[config.mk]
export PLATFORM = sky130hd
export DESIGN_NAME = macro_timer_decr
export DESIGN_NICKNAME = d
export VERILOG_FILES = /design/src/rtl/macro_timer_decr_pkg.sv /design/src/rtl/macro_rom_decr2.sv /design/src/rtl/macro_timer_decr.sv
export SDC_FILE = /design/constraint.sdc
export NUM_CORES = 1
export LEC_CHECK = 0
export ABC_CLOCK_PERIOD_IN_PS = 2000
export BUFFER_PORTS_ARGS = -buffer_cell sky130_fd_sc_hd__buf_2
export CAP_MARGIN = 20
export CORE_MARGIN = 4
export CORE_UTILIZATION = 36
export DETAILED_ROUTE_END_ITERATION = 10
export GPL_TIMING_DRIVEN = 0
export PLACE_DENSITY = 0.71
export SETUP_SLACK_MARGIN = 0.4
export SYNTH_ARGS = -nofsm -noshare
export SYNTH_HDL_FRONTEND = slang
export SYNTH_SLANG_ARGS = --single-unit
[constraint.sdc]
create_clock -name clk -period 2 [get_ports clk]
set_clock_uncertainty 0.1 [all_clocks]
set_input_delay 0.4 -clock clk [delete_from_list [all_inputs] [get_ports clk]]
set_output_delay 0.4 -clock clk [all_outputs]
set_load 0.01 [all_outputs]
[src/rtl/macro_timer_decr_pkg.sv]
// Shared definitions for the loadable countdown timer.
//   timer_state_e : IDLE/RUN/DONE FSM encoding
//   SliceW        : bit width of one decrement ROM slice
package macro_timer_decr_pkg;

  localparam int unsigned SliceW = 2;

  typedef enum logic [1:0] {
    TIMER_IDLE = 2'd0,
    TIMER_RUN  = 2'd1,
    TIMER_DONE = 2'd2
  } timer_state_e;

endpackage

[src/rtl/macro_rom_decr2.sv]
// Combinational 2-bit decrement ROM slice.
//   d  : slice value in
//   bi : borrow in; when low the slice passes d through unchanged
//   q  : d-1 mod 4 when bi is high, else d
//   bo : borrow out, high only when bi is high and d is zero
module macro_rom_decr2 (
  input  logic [1:0] d,
  input  logic       bi,
  output logic [1:0] q,
  output logic       bo
);

  always_comb begin
    q  = d;
    bo = 1'b0;
    if (bi) begin
      case (d)
        2'd0: begin
          q  = 2'd3;
          bo = 1'b1;
        end
        2'd1:    q = 2'd0;
        2'd2:    q = 2'd1;
        2'd3:    q = 2'd2;
        default: q = d;
      endcase
    end
  end

endmodule

[src/rtl/macro_timer_decr.sv]
// Loadable countdown timer with a valid/ready load port and a one-cycle done pulse.
//   clk, resetn    : clock (rising edge) and asynchronous active-low reset
//   i_load_valid   : load request; accepted when o_load_ready is high
//   i_load_value   : initial count
//   o_load_ready   : high in IDLE
//   i_en           : tick enable, one decrement per enabled RUN cycle
//   i_abort        : cancel a running count (no done pulse)
//   o_busy         : high in RUN
//   o_cnt          : current count register
//   o_done         : one-cycle terminal-count pulse
//   o_borrow       : borrow out of the top slice for o_cnt (high iff o_cnt == 0)
// WIDTH must be even and at least 2.
module macro_timer_decr
  import macro_timer_decr_pkg::*;
#(
  parameter int unsigned WIDTH = 8
) (
  input  logic             clk,
  input  logic             resetn,
  input  logic             i_load_valid,
  input  logic [WIDTH-1:0] i_load_value,
  output logic             o_load_ready,
  input  logic             i_en,
  input  logic             i_abort,
  output logic             o_busy,
  output logic [WIDTH-1:0] o_cnt,
  output logic             o_done,
  output logic             o_borrow
);

  localparam int unsigned NSlices = WIDTH / SliceW;

  timer_state_e     state_q, state_d;
  logic [WIDTH-1:0] cnt_q, cnt_d;
  logic [WIDTH-1:0] cnt_dec;
  logic [NSlices:0] borrow;

  // Ripple borrow chain: the bottom slice always decrements.
  assign borrow[0] = 1'b1;

  for (genvar k = 0; k < NSlices; k++) begin : g_slice
    macro_rom_decr2 u_rom (
      .d  (cnt_q[SliceW*k +: SliceW]),
      .bi (borrow[k]),
      .q  (cnt_dec[SliceW*k +: SliceW]),
      .bo (borrow[k+1])
    );
  end

  always_comb begin
    state_d = state_q;
    cnt_d   = cnt_q;
    case (state_q)
      TIMER_IDLE: begin
        if (i_load_valid) begin
          if (i_load_value != '0) begin
            cnt_d   = i_load_value;
            state_d = TIMER_RUN;
          end else begin
            cnt_d   = '0;
            state_d = TIMER_DONE;
          end
        end
      end
      TIMER_RUN: begin
        // Abort outranks a tick in the same cycle.
        if (i_abort) begin
          cnt_d   = '0;
          state_d = TIMER_IDLE;
        end else if (i_en) begin
          if (cnt_q == WIDTH'(1)) begin
            cnt_d   = '0;
            state_d = TIMER_DONE;
          end else begin
            cnt_d = cnt_dec;
          end
        end
      end
      TIMER_DONE: begin
        state_d = TIMER_IDLE;
      end
      default: begin
        state_d = TIMER_IDLE;
      end
    endcase
  end

  always_ff @(posedge clk or negedge resetn) begin
    if (!resetn) begin
      state_q <= TIMER_IDLE;
      cnt_q   <= '0;
    end else begin
      state_q <= state_d;
      cnt_q   <= cnt_d;
    end
  end

  assign o_load_ready = (state_q == TIMER_IDLE);
  assign o_busy       = (state_q == TIMER_RUN);
  assign o_done       = (state_q == TIMER_DONE);
  assign o_cnt        = cnt_q;
  assign o_borrow     = borrow[NSlices];

endmodule

[Word-level counts from Yosys, hierarchy flattened]
Cells that the tools add are included.
Word-level totals
  input bits: 13
  register bits: 10
  word-level logic and storage cells: 64
Cells by class
  reduce and logical (&&, ||, !) cells: 12
  muxes and demuxes: 26
  eq/ne operators: 21
Operators by type and width (count)
  $mux 8: 5
  $pmux 2 s4: 4
  $eq 2x2->1 const B: 9
  $mux 2: 8
  $pmux 8 s2: 1
  $ne 4x2->1 const B: 3
  $reduce_and 4->1: 3
  $eq 2x1->1 const B: 5
  $logic_not 2->1: 5
  $eq 8x1->1 const B: 1
  $reduce_bool 8->1: 1
  $mux 1: 7
  $reduce_and 3->1: 2
  $pmux 2 s2: 1
  $ne 3x2->1 const B: 1
  $ne 3x3->1 const B: 1
  $ne 2x2->1 const B: 1
  $reduce_bool 2->1: 1

[Depth between registers and ports, before layout]
  depth in word-level cells: 9
  mapped depth: 7

[Modules after synthesis]
Synthesis repeated with hierarchy kept, for this count alone.
Second synthesis, totals
  cell total of the unflattened synthesis: 109
  area total of the unflattened synthesis: 897.1 µm²
Modules (own cells, without submodules)
  macro_timer_decr: sequential area each 250.2 µm², cells an instance 69, area an instance 611.8 µm², instances 1
  macro_rom_decr2: sequential area each 0.0 µm², cells an instance 10, area an instance 71.3 µm², instances 4

[Worst setup path after synthesis]
Ideal clock, no wire load.
  kind: register -> register
  from: register cnt_q[2] (netlist: o_cnt[2])
  to: register cnt_q[6] (netlist: o_cnt[6])
  data arrival time: 1.825 ns
  setup time: 0.128 ns
  buffers on the path: 1
  path slack: -0.052 ns
  cell stages (with the launch flop): 8
  cells stage by stage: dfrtp_1 inv_1 ha_1 and4_1 or3_1 buf_6 o21ai_2 mux2_1
On the way
  cells in the longest elaborated chain, start to end: 6
  elaborated cells on any way between the ends: 11
  those cells by class: eq/ne (2); mux (7); reduce/logical (2)
RTL lines
  from (decl): line macro_timer_decr.sv:34  | logic [WIDTH-1:0] cnt_q, cnt_d;
  from (signal assigned): line macro_timer_decr.sv:94  | cnt_q <= cnt_d;
  $logic_not 2->1: line macro_rom_decr2.sv:17  | case (d)
  $mux 1: line macro_rom_decr2.sv:17
  $mux 1 (2 in series): line macro_rom_decr2.sv:16  | if (bi) begin
  $ne 4x2->1 (no line)
  $reduce_and 4->1 (no line)
Several ways; a longest one is shown, not always the timed one. The select of a mux whose other input is x is not followed.
A chain may end at the register's enable or synchronous reset.

[Final worst setup path]
  from: register cnt_q[5] (netlist: o_cnt[5])
  to: register cnt_q[5] (netlist: o_cnt[5])
On the way
  cells in the longest elaborated chain, start to end: 7
  elaborated cells on any way between the ends: 13
  those cells by class: eq/ne (5); mux (6); reduce/logical (2)
RTL lines
  $eq 2x2->1, or another cell as far along: line macro_rom_decr2.sv:17
  $pmux 2 s4: line macro_rom_decr2.sv:17
  $mux 2: line macro_rom_decr2.sv:16
  $mux 8: line macro_timer_decr.sv:71  | if (cnt_q == WIDTH'(1)) begin
  $mux 8: line macro_timer_decr.sv:70  | end else if (i_en) begin
  $mux 8: line macro_timer_decr.sv:67  | if (i_abort) begin
  $pmux 8 s2: line macro_timer_decr.sv:53  | case (state_q)
Several ways; a longest one is shown, not always the timed one. The select of a mux whose other input is x is not followed.

==> metrics <==
leading post-synthesis cells by cell area=dfrtp_1 (31%), ha_1 (20%), mux2_1 (5.6%), nor2_1 (4.7%), a21oi_1 (4.4%); DRT Pass-1 Iters=4; EDFF count, synth=0; diode count=0; Slowest-stage cell, CP=dfrtp_1; library cells used by synthesis=27; DR WL/cell=about 14 µm; delay of the slowest critical-path stage=around 0.39 ns; Clk pin slew, worst setup/hold paths=around 0.07 ns; critical path cell sequence=inv_2 -> ha_4 -> and4_4 -> or3_4 -> buf_6 -> o21ai_4 -> mux2_4; vias per cell=about 5.0; Post-Syn Instances=89; Tmin final=1.97 ns; crit end category=flip-flop; final hold violation count=0; power per cell area=1120 mW/mm²; crit share post-route=a little over nine tenths; prevailing post-synth register cell=dfrtp_1; Async SR Flop Fraction=100%; Synth top cells by count=ha_1 (13), dfrtp_1 (10), nor2_1 (10), inv_1 (9), nand2_1 (9); worst-case clock buffer depth=2; IO Count=25; Routed Antenna Nets=0; die height=approximately 55 µm; Clk pwr share=13.2%; Post-Syn Area=approximately 800 µm²; Worst Path Arrival=between 2 and 2.5 ns; max_slew headroom=62.7%; Buffers on Ports=24; worst slew pin tran=~0.56 ns; Req. time, crit path=approximately 2.1 ns; count of state elements after synthesis=10; Core Area=just over 0.002 mm²; Overflow after GRT=0; vias in the first global route=856; Routed WL=2350 µm; post-synthesis sequential area ratio=~31%; Clock Latency Late Sink=approximately 0.28 ns; Layout Utilization=64.4%; Die ar.=between 0.003 and 0.004 mm²; Synth top area share=roughly 31%; Die W=about 55 µm; final worst slack=0.0263 ns; initial antenna violation count=0; Int Pwr=~0.00089 W; Starting Density=roughly 39%; CTS tree=done; combinational share of power=between 60% and 70%; number of cell rows=16; count leader, synth=ha_1; via count=820; Critical Path Fanout Max=6; YS warnings=0; CP startpoint kind=flip-flop; Setup Crit Path Kind=flip-flop to flip-flop; Synth Net Count=between 100 and 150; Root Buffer=clkbuf_4; cell taking the most area after synthesis=dfrtp_1; max_cap viols=0; initial drt markers=22; CTS Buf Count=3; global-route wire length before repair=around 3800 µm; Syn Area/Cell=around 9 µm²; area grow syn2layout=64.5%; fin nets=165; H-Tree Depth=1; gpl congestion=about 0.81; GRT Resource Usage Total=roughly 18%; sw frac=between 30% and 40%; Slew Viols, Final=0; share of cells above drive strength 1=57.2%; clock sinks=10; Leakage=about 0.65 nW; DP HPWL=approximately 1500 µm; unrepaired setup endpoints after global routing=yes; pin count of the biggest net entering global routing=11; Seq pwr share=a little under a quarter; drc violations=0; Sw Pwr=just under 0.0006 W; Final setup violation count=0; Hold Path Class=input port to flip-flop; outcome=complete, no violations; Max Freq=about 0.51 GHz; Peak VDD IR=approximately 0.00070 V; pre-CTS setup slack=-0.0918 ns
[timing repair]
action                                 CTS  global route
endpoints found under the hold margin   10             0
setup endpoints to repair                9            11
pin swaps                                2             2
resized for setup                       28            12
buffers inserted                        17             3
hold buffers                             1             0
[power by group through the flow]
stage	clock (W)	combinational [W]	sequential, W
after detailed placement	0	0.000536	0.000348
after global routing	0.000203	0.00104	0.000346
after CTS	0.000195	0.000873	0.000330
after global placement	0	0.000507	0.000343
final	0.000195	0.000944	0.000337
after floorplan	0	0.000319	0.000372
[layer usage]
| layer | global-route usage (%) | share of wire, % | routed length, µm |
|---|---|---|---|
| met2 | 31.5 | 52 | 1230 |
| met5 | 0 | 0 | 0 |
| met4 | 11.3 | 2.7 | 64 |
| met1 | 18.9 | 39 | 917 |
| met3 | 4.29 | 5.8 | 137 |
[layout by cell type, fill, tap and decap left out, types with 2 or more instances in the layout]
| cell | instances |
|---|---|
| nand2_1 | 9 |
| o21ai_1 | 2 |
| buf_2 | 22 |
| a21oi_1 | 6 |
| ha_1 | 8 |
| mux2_4 | 4 |
| inv_2 | 8 |
| ha_4 | 4 |
| o21ai_4 | 2 |
| buf_6 | 4 |
| o21ai_0 | 2 |
| dfrtp_2 | 2 |
| o22a_1 | 2 |
| buf_4 | 18 |
| dfrtp_1 | 8 |
| clkbuf_4 | 3 |
| nor4_1 | 2 |
| nor2_1 | 9 |
[sequential cells by signal, summed over array words and instances, names as in the netlist]
| name | cells |
|---|---|
| state_q | 2 |
| o_cnt | 8 |
[area by class of cell]
type	instances	area, µm²
fill	158	727
multi-input combinational	68	623
timing repair buffer	45	309
sequential	10	253
clock buffer	4	36.3
inverter	9	33.8
tap	27	33.8
buffer	2	26.3
[logic make-up (layout without fill, tap and decap cells)]
| family | after synthesis | in the layout | share of synthesized area [%] |
|---|---|---|---|
| and+or+nand+nor | 32 | 32 | 19.9 |
| AOI/OAI and AO/OA | 19 | 19 | 16.7 |
| muxes | 4 | 4 | 5.63 |
| adders and majority gates | 13 | 13 | 20.3 |
| DFF | 10 | 10 | 31.3 |
| buffers and inverters | 11 | 60 | 6.10 |
[path summary, 6_finish.rpt]
kind                       startpoint  slack, ns  depth (start not counted)         end
max in group asynchronous      resetn       1.18                          2  state_q[0]
setup reg to reg             o_cnt[5]       0.03                          7    o_cnt[5]
min in group asynchronous      resetn       0.40                          2    o_cnt[1]
hold / removal                   i_en       0.33                          3  state_q[1]
setup / recovery             o_cnt[5]       0.03                          7    o_cnt[5]
hold reg to reg            state_q[1]       0.52                          2  state_q[1]
[stage by stage]
step                      hold slack [ns]  power [W]  cell area (µm²)  setup TNS, ns  std cells
after detailed placement            0.182   0.000884              956         -0.344        140
after floorplan                   0.00441   0.000691              802              0         89
after global routing                0.348    0.00159             1320         -0.102        165
after CTS                           0.305    0.00140             1250              0        162
after global placement              0.177   0.000849              956         -0.126        140
final                               0.326    0.00148             1320              0        165
[worst max-delay path: cells and delay by family (launching register included)]
kind	cells	cell delay (ns)
adder cells (fa/ha/maj)	1	0.16
AO/OA/AOI/OAI	1	0.16
buffers and inverters	2	0.22
flip-flops	1	0.39
AND/OR/NAND/NOR	2	0.52
multiplexers	1	0.31
No activity file was read; power rests on OpenSTA's default activity.
